==> src/rtl/uart_pkg.sv <==
// rtl/uart_pkg.sv - shared UART state encoding and parity constants
package uart_pkg;

  typedef enum logic [2:0] {
    ST_IDLE   = 3'd0,
    ST_START  = 3'd1,
    ST_DATA   = 3'd2,
    ST_PARITY = 3'd3,
    ST_STOP   = 3'd4
  } uart_state_e;

  localparam logic PARITY_EVEN = 1'b0;
  localparam logic PARITY_ODD  = 1'b1;

endpackage

==> src/rtl/uart_baud_cnt.sv <==
// rtl/uart_baud_cnt.sv - bit-period counter with prescale load and bit_done pulse
module uart_baud_cnt #(
  parameter int PRESCALE_WIDTH = 6
) (
  input  logic                      clk,
  input  logic                      rst,
  input  logic                      load,
  input  logic                      enable,
  input  logic [PRESCALE_WIDTH-1:0] prescale,
  output logic                      bit_done
);

  localparam logic [PRESCALE_WIDTH-1:0] ONE = PRESCALE_WIDTH'(1);

  logic [PRESCALE_WIDTH-1:0] prescale_q;
  logic [PRESCALE_WIDTH-1:0] count;

  // prescale_q == 0 makes the terminal count all-ones: a full 2^W period
  assign bit_done = enable && (count == (prescale_q - ONE));

  always_ff @(posedge clk or negedge rst) begin
    if (!rst) begin
      prescale_q <= '0;
      count      <= '0;
    end else if (load) begin
      prescale_q <= prescale;
      count      <= '0;
    end else if (bit_done) begin
      count <= '0;
    end else if (enable) begin
      count <= count + ONE;
    end
  end

endmodule

==> src/rtl/uart_tx.sv <==
// rtl/uart_tx.sv - UART serializer with optional parity and prescaled bit timing
module uart_tx
  import uart_pkg::*;
#(
  parameter int DATA_WIDTH     = 8,
  parameter int PRESCALE_WIDTH = 6
) (
  input  logic                      clk,
  input  logic                      rst,
  input  logic [DATA_WIDTH-1:0]     p_data,
  input  logic                      data_valid,
  input  logic                      par_en,
  input  logic                      par_type,
  input  logic [PRESCALE_WIDTH-1:0] prescale,
  output logic                      tx_out,
  output logic                      busy
);

  localparam int IDX_W = (DATA_WIDTH > 1) ? $clog2(DATA_WIDTH) : 1;
  localparam logic [IDX_W-1:0] LAST_IDX = IDX_W'(DATA_WIDTH - 1);

  uart_state_e           state, state_next;
  logic [IDX_W-1:0]      idx, idx_next, idx_inc;
  logic                  tx_next, busy_next;
  logic [DATA_WIDTH-1:0] data_q;
  logic                  par_en_q, parity_q;
  logic                  accept, bit_done;

  assign accept  = (state == ST_IDLE) && data_valid;
  assign idx_inc = idx + IDX_W'(1);

  uart_baud_cnt #(.PRESCALE_WIDTH(PRESCALE_WIDTH)) u_baud_cnt (
    .clk      (clk),
    .rst      (rst),
    .load     (accept),
    .enable   (state != ST_IDLE),
    .prescale (prescale),
    .bit_done (bit_done)
  );

  always_ff @(posedge clk or negedge rst) begin
    if (!rst) begin
      state  <= ST_IDLE;
      idx    <= '0;
      tx_out <= 1'b1;
      busy   <= 1'b0;
    end else begin
      state  <= state_next;
      idx    <= idx_next;
      tx_out <= tx_next;
      busy   <= busy_next;
    end
  end

  always_ff @(posedge clk or negedge rst) begin
    if (!rst) begin
      data_q   <= '0;
      par_en_q <= 1'b0;
      parity_q <= 1'b0;
    end else if (accept) begin
      data_q   <= p_data;
      par_en_q <= par_en;
      parity_q <= (^p_data) ^ par_type;
    end
  end

  // Next line level is decided here and registered, so tx_out never sees inputs combinationally
  always_comb begin
    state_next = state;
    idx_next   = idx;
    tx_next    = tx_out;
    busy_next  = busy;
    case (state)
      ST_IDLE: begin
        tx_next   = 1'b1;
        busy_next = 1'b0;
        if (data_valid) begin
          state_next = ST_START;
          tx_next    = 1'b0;
          busy_next  = 1'b1;
        end
      end
      ST_START: begin
        if (bit_done) begin
          state_next = ST_DATA;
          idx_next   = '0;
          tx_next    = data_q[0];
        end
      end
      ST_DATA: begin
        if (bit_done) begin
          if (idx == LAST_IDX) begin
            idx_next = '0;
            if (par_en_q) begin
              state_next = ST_PARITY;
              tx_next    = parity_q;
            end else begin
              state_next = ST_STOP;
              tx_next    = 1'b1;
            end
          end else begin
            idx_next = idx_inc;
            tx_next  = data_q[idx_inc];
          end
        end
      end
      ST_PARITY: begin
        if (bit_done) begin
          state_next = ST_STOP;
          tx_next    = 1'b1;
        end
      end
      ST_STOP: begin
        if (bit_done) begin
          state_next = ST_IDLE;
          tx_next    = 1'b1;
          busy_next  = 1'b0;
        end
      end
      default: begin
        state_next = ST_IDLE;
        tx_next    = 1'b1;
        busy_next  = 1'b0;
      end
    endcase
  end

endmodule

==> config.mk <==
export PLATFORM = sky130hd
export DESIGN_NAME = uart_tx
export DESIGN_NICKNAME = d
export VERILOG_FILES = /design/src/rtl/uart_pkg.sv /design/src/rtl/uart_baud_cnt.sv /design/src/rtl/uart_tx.sv
export SDC_FILE = /design/constraint.sdc
export NUM_CORES = 1
export LEC_CHECK = 0
export CORE_ASPECT_RATIO = 1.75
export CORE_MARGIN = 1
export CORE_UTILIZATION = 45
export DETAILED_ROUTE_END_ITERATION = 10
export GPL_TIMING_DRIVEN = 1
export PLACE_DENSITY = 0.69
export SLEW_MARGIN = 20
export SYNTH_ARGS = -nofsm -noshare
export SYNTH_HDL_FRONTEND = slang
export SYNTH_HIERARCHICAL = 1
export SYNTH_SLANG_ARGS = --single-unit
==> constraint.sdc <==
create_clock -name clk -period 2.5 [get_ports clk]
set_clock_uncertainty 0.05 [all_clocks]
set_input_delay 0.5 -clock clk [delete_from_list [all_inputs] [get_ports clk]]
set_output_delay 0.5 -clock clk [all_outputs]
set_load 0.03 [all_outputs]
==> impl.org, run 1 <==
** Logic synthesis
- The largest total area in the synthesized netlist belongs to sky130_fd_sc_hd__dfrtp_1.
- Share of the yosys chip area belonging to registers :: 0.430
- Synth area leaders :: sky130_fd_sc_hd__dfrtp_1 (41%), sky130_fd_sc_hd__mux2_2 (9.7%), sky130_fd_sc_hd__o21ai_0 (3.7%)
- Counting flops with an async set or reset pin after synthesis yields a share of 1.00.
- The synthesized design contains 30 register bits.
- Most instantiated cells after synthesis :: sky130_fd_sc_hd__dfrtp_1 (29), sky130_fd_sc_hd__mux2_2 (15), sky130_fd_sc_hd__o21ai_0 (13)
- Number of warning messages in the yosys log :: 6
- Number of standard cells after synthesis :: 166
- Synthesis instantiated 39 different standard cells from the library.
- Yosys instantiated no cell more often than sky130_fd_sc_hd__dfrtp_1.
- Synthesis produced a netlist with a net count of 189.
- Share of Yosys cell area claimed by the top area cell type :: 0.415
- Counting flops with a built-in enable in the synthesized netlist gives 0.
- Post-synth design cell area :: 1750 um^2
- In the synthesized netlist the dominant register cell turns out to be sky130_fd_sc_hd__dfrtp_1.
- Average cell area after synthesis :: 10.5 um^2

** Clock tree
- Count of hold buffers inserted by post-cts repair :: 0
- Clock transition at the registers of the reported paths :: 0.06 ns
- Bufs on Longest Clock Path :: 2
- Total clock buffers created by CTS :: 5
- Post-CTS setup buffers :: 0
- H-Tree Depth :: 2
- Clock tree synthesis selected as its root buffer the cell sky130_fd_sc_hd__clkbuf_8.
- TritonCTS built the clock tree.
- CTS saw 30 sinks.
- Clock Latency Late Sink :: 0.28 ns

** Critical path
- Worst stage delay on the critical path :: 0.40 ns
- Data on the critical path is required at its endpoint by 2.67 ns.
- Along the worst path, the maximum fanout reaches 6.
- STA classifies the critical path startpoint as a flop.
- The number of cells on the worst reg-to-reg path is 10.
- Worst R2R Setup Slack :: 0.16 ns
- Library cell appearing most often on the critical path :: sky130_fd_sc_hd__a21oi_1
- By startpoint and endpoint, the worst setup path is classified as flop to flop.
- Number of buffers and inverters on the critical path :: 2
- Worst r2r src :: u_baud_cnt/prescale_q[1]$_DFFE_PN0P_
- CP max stage cell :: sky130_fd_sc_hd__dfrtp_1
- Sequence of cells on the critical path :: inv_1 > ha_2 > nand2b_1 > a21oi_1 > a311o_1 > a211oi_4 > buf_4 > nor4_2 > a21oi_1 > a41o_1
- Endpoint of the worst register-to-register path :: state[2]$_DFFE_PN0P_
- The kind of cell with the highest combined delay along the critical path is compound AO/OA/AOI/OAI gates.
- Data arrival time of the worst path :: 2.51 ns
- Endpoint type of the worst setup path :: flop

** Power and ir drop
- Part of the total power dissipated in sequential elements :: 0.387
- Of the total power, combinational logic draws 0.440.
- Cell Int Power :: 0.00144 W
- Of the total power, the share spent switching nets is 0.373.
- Summed over all cells, the static leakage comes to 0.896 nW.
- The worst-case IR drop observed on VDD is 730 uV.
- Power spread over the standard cell area amounts to 1070 nW/um^2.
- The share of total power dissipated in the clock network is 0.174.
- The analysis attributes to net switching a power of 0.000856 W.

** Floorplan
- The die covers 4150 um^2.
- Core area :: 3660 um^2
- The initial utilization of the core area, before any placement, comes to 0.477.
- 21 I/O pins were placed.
- DIE HEIGHT :: 84.5 um
- Std-Cell Rows :: 29
- The floorplan step set the die width to 49.1 um.

** Final layout
- Ratio of cells with drive above 1 in the final layout :: 0.211
- Number of diodes added for antenna fixing :: 0
- For this run, the share of the core covered by cells in the final layout is 0.583.
- Area growth from synthesis to layout :: 22.2%
- Final-stage net count :: 216

** Global route
- Maximum number of pins on one net before global-route repair :: 31
- In the global route stage, overall resource usage came out at 0.204.
- The initial antenna violation count is 0.
- Wire length of the first global-routing pass :: 6380 um
- The via count of the first global-routing pass was 1,471.
- Grt total ovfl :: 0

** Detailed routing
- Post-detailed-route count of antenna-violating nets :: 0
- Via density per instance :: 5.74
- For this block, the initial DRC count from the detailed router was 31.
- First-pass iteration count of the detailed router :: 4
- Routed wirelength normalized by instance count :: 15.0 um
- Remaining DRCs :: 0
- Number of vias in the routed layout :: 1,378
- Total length of routed wires :: 3610 um

** Min path
- The worst hold path terminates at parity_q$_DFFE_PN0P_.
- Worst hold path cell count :: 1
- The min-delay analysis places its worst path in the category flop to flop.
- The worst hold path begins at parity_q$_DFFE_PN0P_.

** Timing
- Worst Tran Pin Value :: 0.389 ns
- Adding up every negative setup slack in the final design gives 0 ns.
- Setup violations remaining at the end of the flow were counted as 0.
- The final hold violation count is 0.
- The final-report max-slew violation count came to 0.
- Min Tclk post-route :: 2.34 ns
- Final critical-path share of the clock period :: 0.936
- Worst-case headroom to the max-slew limit :: 0.739
- Based on the critical path, the design can be clocked at up to 427 MHz.

** Run
- The tool flagged a number of max-cap violations equal to 0.

** Place
- Summed over all nets, the half-perimeter wirelength after detailed placement is 2800 um.
- Port buffer count :: 20
- Routability Congestion :: 0.804

** Status
- Run status :: complete, no violations
-- kinds of logic after synthesis --
logic type / count (synthesis) / share of synthesized area
muxes: 19 / 0.138
xor gates and xnor gates: 14 / 0.0780
and+or+nand+nor: 54 / 0.171
adders and majority gates: 4 / 0.0286
buffers and inverters: 13 / 0.0300
AOI/OAI and AO/OA: 32 / 0.124
DFF: 30 / 0.430
-- per-layer routing --
layer	part of all wire	GRT usage	routed length, um
met5	0	0	0
met4	0.031	0.104	111
met3	0.036	0.0507	131
met2	0.59	0.394	2120
met1	0.35	0.187	1250
-- power by group through the flow --
stage          clock network, W  registers (W)  logic [W]
2_1_floorplan                 0       0.000868   0.000732
3_3_place_gp                  0       0.000882   0.000957
3_5_place_dp                  0       0.000895    0.00100
4_1_cts                0.000413       0.000888    0.00101
5_1_grt                0.000434       0.000916    0.00111
6_report               0.000398       0.000887    0.00101
-- how the worst max path moves through the flow --
stage                                               from                    to  slack [ns]  depth (start not counted)
CTS                 u_baud_cnt/prescale_q[0]$_DFFE_PN0P_    idx[0]$_DFFE_PN0P_        0.12                         10
global route        u_baud_cnt/prescale_q[1]$_DFFE_PN0P_  state[1]$_DFFE_PN0P_     -0.0006                          9
floorplan           u_baud_cnt/prescale_q[0]$_DFFE_PN0P_    idx[0]$_DFFE_PN0P_       0.005                         10
global placement    u_baud_cnt/prescale_q[0]$_DFFE_PN0P_    idx[0]$_DFFE_PN0P_        0.28                          9
finish              u_baud_cnt/prescale_q[1]$_DFFE_PN0P_  state[2]$_DFFE_PN0P_        0.16                         10
detailed placement  u_baud_cnt/prescale_q[0]$_DFFE_PN0P_    idx[0]$_DFFE_PN0P_        0.14                         10
-- repair_timing --
item,4_1_cts,5_1_grt
hold endpoints to repair,0,0
setup endpoints to repair,0,2
gates resized for setup,0,4
-- cell type report --
class	instances	area [um^2]
Inverter	5	18.8
Fill cell	317	1530
Clock inverter	1	5.00
Timing Repair Buffer	28	260
Tap cell	46	57.6
Clock buffer	7	86.3
Sequential cell	30	752
Multi-Input combinational cell	123	957
-- state kept, by name (all words and copies together) (netlist names) --
name                   flops
state                      3
par_en_q                   1
busy                       1
idx                        3
u_baud_cnt/count           6
parity_q                   1
u_baud_cnt/prescale_q      6
tx_out                     1
data_q                     8
-- metrics by stage --
stage	cells	total power [W]	setup WS, ns	hold slack (ns)	area (um^2)
2_1_floorplan	166	0.00160	0.00544	0.154	1750
3_3_place_gp	232	0.00184	0.278	0.432	2030
3_5_place_dp	232	0.00190	0.136	0.438	2030
4_1_cts	240	0.00231	0.120	0.452	2120
5_1_grt	240	0.00246	-0.000591	0.478	2140
6_report	240	0.00229	0.160	0.446	2140
-- placed cells by master, fill, tap and decap left out, types with 2 or more instances in the layout --
cell                              netlist  routed
sky130_fd_sc_hd__a21oi_1                7       7
sky130_fd_sc_hd__buf_4                  0       8
sky130_fd_sc_hd__ha_1                   4       3
sky130_fd_sc_hd__o22ai_1                2       2
sky130_fd_sc_hd__xor2_1                 6       6
sky130_fd_sc_hd__nor3b_2                0       2
sky130_fd_sc_hd__nor2b_1                2       2
sky130_fd_sc_hd__and3_1                 5       5
sky130_fd_sc_hd__mux4_1                 2       2
sky130_fd_sc_hd__nand3_1                3       3
sky130_fd_sc_hd__nor4_1                 4       4
sky130_fd_sc_hd__inv_1                  5       5
sky130_fd_sc_hd__clkbuf_8               0       6
sky130_fd_sc_hd__nand2b_1               5       5
sky130_fd_sc_hd__nor2_1                 7       7
sky130_fd_sc_hd__mux2_2                15      15
sky130_fd_sc_hd__xnor2_1                7       7
sky130_fd_sc_hd__nand2_1               12      12
sky130_fd_sc_hd__nand4_1                4       4
sky130_fd_sc_hd__nand3b_1               3       3
sky130_fd_sc_hd__a31oi_1                2       2
sky130_fd_sc_hd__o21ai_0               13      12
sky130_fd_sc_hd__dfrtp_1               29      29
sky130_fd_sc_hd__clkdlybuf4s50_1        0      20
sky130_fd_sc_hd__mux2i_1                2       2
sky130_fd_sc_hd__nor3_1                 3       3
No activity file was read; power rests on OpenSTA's default activity.
==> run 2: changes to the inputs <==
--- a/config.mk
+++ b/config.mk
@@ -6,7 +6,6 @@
 export NUM_CORES = 1
 export LEC_CHECK = 0
 export CORE_ASPECT_RATIO = 1.75
-export CORE_MARGIN = 1
 export CORE_UTILIZATION = 45
 export DETAILED_ROUTE_END_ITERATION = 10
 export GPL_TIMING_DRIVEN = 1
==> results of run 2 <==
The final DEF is identical to that of run 1; final timing and power are the same.
==> run 3: changes to the inputs <==
--- a/config.mk
+++ b/config.mk
@@ -5,8 +5,9 @@
 export SDC_FILE = /design/constraint.sdc
 export NUM_CORES = 1
 export LEC_CHECK = 0
-export CORE_ASPECT_RATIO = 1.75
+export ABC_AREA = 0
 export CORE_UTILIZATION = 45
+export CTS_CLUSTER_DIAMETER = 200
 export DETAILED_ROUTE_END_ITERATION = 10
 export GPL_TIMING_DRIVEN = 1
 export PLACE_DENSITY = 0.69
==> impl.org, run 3 (synthesis results as in run 1) <==
** Timing
- # setup viols final :: 0 (unchanged)
- Worst-case headroom to the max-slew limit :: 0.740 (+0.00104)
- The maximum achievable frequency was 431 MHz (+0.90%).
- The final hold violation count came to 0 (unchanged).
- The actual transition at the worst max-transition pin is 0.387 ns (-0.00154 ns).
- Min Tclk post-route :: 2.32 ns (-0.0210 ns)
- Final setup slack of the worst path :: 0.181 ns (+0.0210 ns)
- The final-report max-slew violation count is 0 (unchanged).
- Final critical-path share of the clock period :: 0.928 (-0.00838)

** Final layout
- Number of diodes added for antenna fixing :: 0 (unchanged)
- The final design area excluding fillers is 2150 um^2 (+0.59%).
- Area growth from synthesis to layout :: 22.9%
- Leading registers by flop count :: data_q: 8 flops, u_baud_cnt/count: 6 flops, u_baud_cnt/prescale_q: 6 flops
- Top library cells by usage in the layout, fill and taps aside :: sky130_fd_sc_hd__dfrtp_1 (29), sky130_fd_sc_hd__clkdlybuf4s50_1 (20), sky130_fd_sc_hd__mux2_2 (15)
- Final-stage net count :: 216 (unchanged)
- More flip-flops sit in one register than any other, and that register is data_q.
- Sequential cell area in the final layout :: 752 um^2 (unchanged)
- The non-filler instance count after layout came to 242 (+0.83%).
- The flip-flop count of the largest register, all copies and words added is 8 (unchanged).
- The number of fillers in the final layout was 331 (+4.4%).
- Ratio of cells with drive above 1 in the final layout :: 0.211 (unchanged)
- Most common library cell in the layout ignoring fill and taps :: sky130_fd_sc_hd__dfrtp_1
- Footprint of the multi-input gates :: 963 um^2 (+0.65%)

** Critical path
- STA classifies the critical path endpoint as a flop.
- Worst stage delay on the critical path :: 0.41 ns (about the same)
- The setup path with the least slack is of type flop to flop.
- Counting stages on the worst path, the most repeated cell is sky130_fd_sc_hd__a21oi_1.
- The data arrival time of the critical path was 2.48 ns (-0.03 ns).
- CP max stage cell :: sky130_fd_sc_hd__dfrtp_1
- The required time at the worst-slack endpoint came to 2.66 ns (about the same).
- The worst setup path is launched from a flop.
- The largest fanout on the critical path is 4 (-2).
- Sequence of cells on the critical path :: inv_1 > ha_2 > nand2b_1 > a21oi_1 > a311o_1 > a211oi_4 > nor3b_4 > and3_2 > a21oi_1 > o21ai_1

** Detailed routing
- Routed wirelength normalized by instance count :: 14.9 um (-0.99%)
- Iteration-0 DRC Markers :: 86 (+180%)
- First-pass iteration count of the detailed router :: 4 (unchanged)
- The via count is 1,360 (-1.3%).
- Via density per instance :: 5.62 (-2.1%)
- Remaining DRCs :: 0 (unchanged)
- The total wire length after detailed routing is 3600 um (-0.17%).
- The count of nets left with antenna violations after detail routing was 0 (unchanged).

** Floorplan
- The die height was 64.3 um (-24%).
- Core area :: 3690 um^2 (+0.65%)
- Boundary Pins :: 21 (unchanged)
- Die ar. :: 4140 um^2 (-0.24%)
- X dimension of the die :: 64.3 um (+31%)
- Std-Cell Rows :: 22 (-24%)
- The initial standard-cell utilization of the core came to 0.474 (-0.00308).

** Clock tree
- The total clock sinks was 30 (unchanged).
- Bufs on Longest Clock Path :: 2 (unchanged)
- The clock network latency to the later pin of the worst-skew pair was 0.28 ns (about the same).
- The number of hold buffers added after CTS was 0 (unchanged).
- H-Tree Depth :: 2 (unchanged)
- Post-CTS setup buffers :: 0 (unchanged)
- Clock transition at the registers of the reported paths :: 0.06 ns (about the same)
- Post-CTS resize count :: 0 (unchanged)
- Total clock buffers created by CTS :: 5 (unchanged)
- Clock tree synthesis selected as its root buffer the cell sky130_fd_sc_hd__clkbuf_8.
- TritonCTS clock tree :: done

** Power and ir drop
- The power density over cell area was 1070 nW/um^2 (-0.33%).
- Relative contribution of the clock network to total power :: 0.176 (+0.002)
- The leakage power was 0.893 nW (-0.25%).
- The peak supply drop was 631 uV (-14%).
- The switching portion of total power is 0.372 (-0.00129).
- Part of the total power dissipated in sequential elements :: 0.385 (-0.002)
- The internal power came to 0.00144 W (+0.46%).
- The net load switching power is 0.000856 W (about the same).
- The fraction of power consumed by combinational cells came to 0.439 (about the same).

** Global route
- The sum of overflow across all layers after global routing came to 0 (unchanged).
- The largest net degree at the start of global routing came to 31 (unchanged).
- Vias in the first global route :: 1,375 (-6.5%)
- GRT Overall Usage :: 0.202 (-0.00154)
- The first-pass GRT wire length came to 6340 um (-0.64%).
- The initial antenna violation count came to 0 (unchanged).

** Run
- The total of max-cap violations is 0 (unchanged).

** Place
- The half-perimeter wire length after detailed placement is 2580 um (-7.9%).
- The weighted congestion reported at the end of routability-driven placement was 0.857 (+6.6%).
- The number of instances in the placed design is 234 (+0.86%).
- The worst slack after detailed placement came to 0.0875 ns (-0.0487 ns).
- DP Area :: 2040 um^2 (+0.12%)
- The count of input and output buffers is 20 (unchanged).

** Status
- Run status :: complete, no violations

** Min path
- In this run the worst hold path is classified as flop to flop.
[run 3: cell counts in the layout (fill, tap and decap cells not counted)]
Identical to the previous run, type by type.
[run 3: final cells by class]
| class | count | share of cell area |
|---|---|---|
| Timing Repair Buffer | 28 | 0.123 |
| Multi-Input combinational cell | 123 | 0.448 |
| Clock buffer | 7 | 0.0402 |
| Tap cell | 48 | 0.0279 |
| Sequential cell | 30 | 0.350 |
| Inverter | 5 | 0.00873 |
| Clock inverter | 1 | 0.00233 |
[run 3: critical path: cells and delay by family, from the launching register on]
kind                     cells  cell delay [ns]
flip-flops                   1             0.41
AND/OR/NAND/NOR              3             0.60
AO/OA/AOI/OAI                5             0.90
buffers and inverters        1             0.09
adder cells (fa/ha/maj)      1             0.21
[run 3: path summary, 6_finish.rpt]
kind	start	to	slack, ns	cells after the start
setup / recovery	u_baud_cnt/prescale_q[0]$_DFFE_PN0P_	idx[1]$_DFFE_PN0P_	0.18	10
max in group asynchronous	rst	tx_out$_DFFE_PN1P_	1.53	2
hold reg to reg	data_q[2]$_DFFE_PN0P_	data_q[2]$_DFFE_PN0P_	0.45	1
hold / removal	data_q[2]$_DFFE_PN0P_	data_q[2]$_DFFE_PN0P_	0.45	1
setup reg to reg	u_baud_cnt/prescale_q[0]$_DFFE_PN0P_	idx[1]$_DFFE_PN0P_	0.18	10
min in group asynchronous	rst	u_baud_cnt/count[0]$_DFFE_PN0P_	0.56	2
[run 3: through the flow]
stage	utilization	hold WS, ns	total power [W]	TNS (ns)
3_3_place_gp	0.552	0.434	0.00185	0
3_5_place_dp	0.552	0.437	0.00189	0
2_1_floorplan	-	0.154	0.00160	0
5_1_grt	0.583	0.459	0.00246	-0.0251
4_1_cts	0.577	0.453	0.00230	0
6_report	0.583	0.449	0.00230	0
[run 3: power by group through the flow]
stage                     Clock (W)  Sequential, W  Combinational (W)
after floorplan                   0       0.000868           0.000732
after global placement            0       0.000884           0.000963
after detailed placement          0       0.000890           0.000996
after CTS                  0.000417       0.000882            0.00100
after global routing       0.000432       0.000916            0.00111
final                      0.000404       0.000886            0.00101
[run 3: per-layer routing]
metal / routed length, um / vias to the layer above / share of wire / track usage
li1: - / 659 / - / -
met1: 1590 / 651 / 0.44 / 0.244
met2: 1770 / 39 / 0.49 / 0.333
met3: 151 / 11 / 0.042 / 0.0500
met4: 99 / 0 / 0.027 / 0.103
met5: 0 / - / 0 / 0
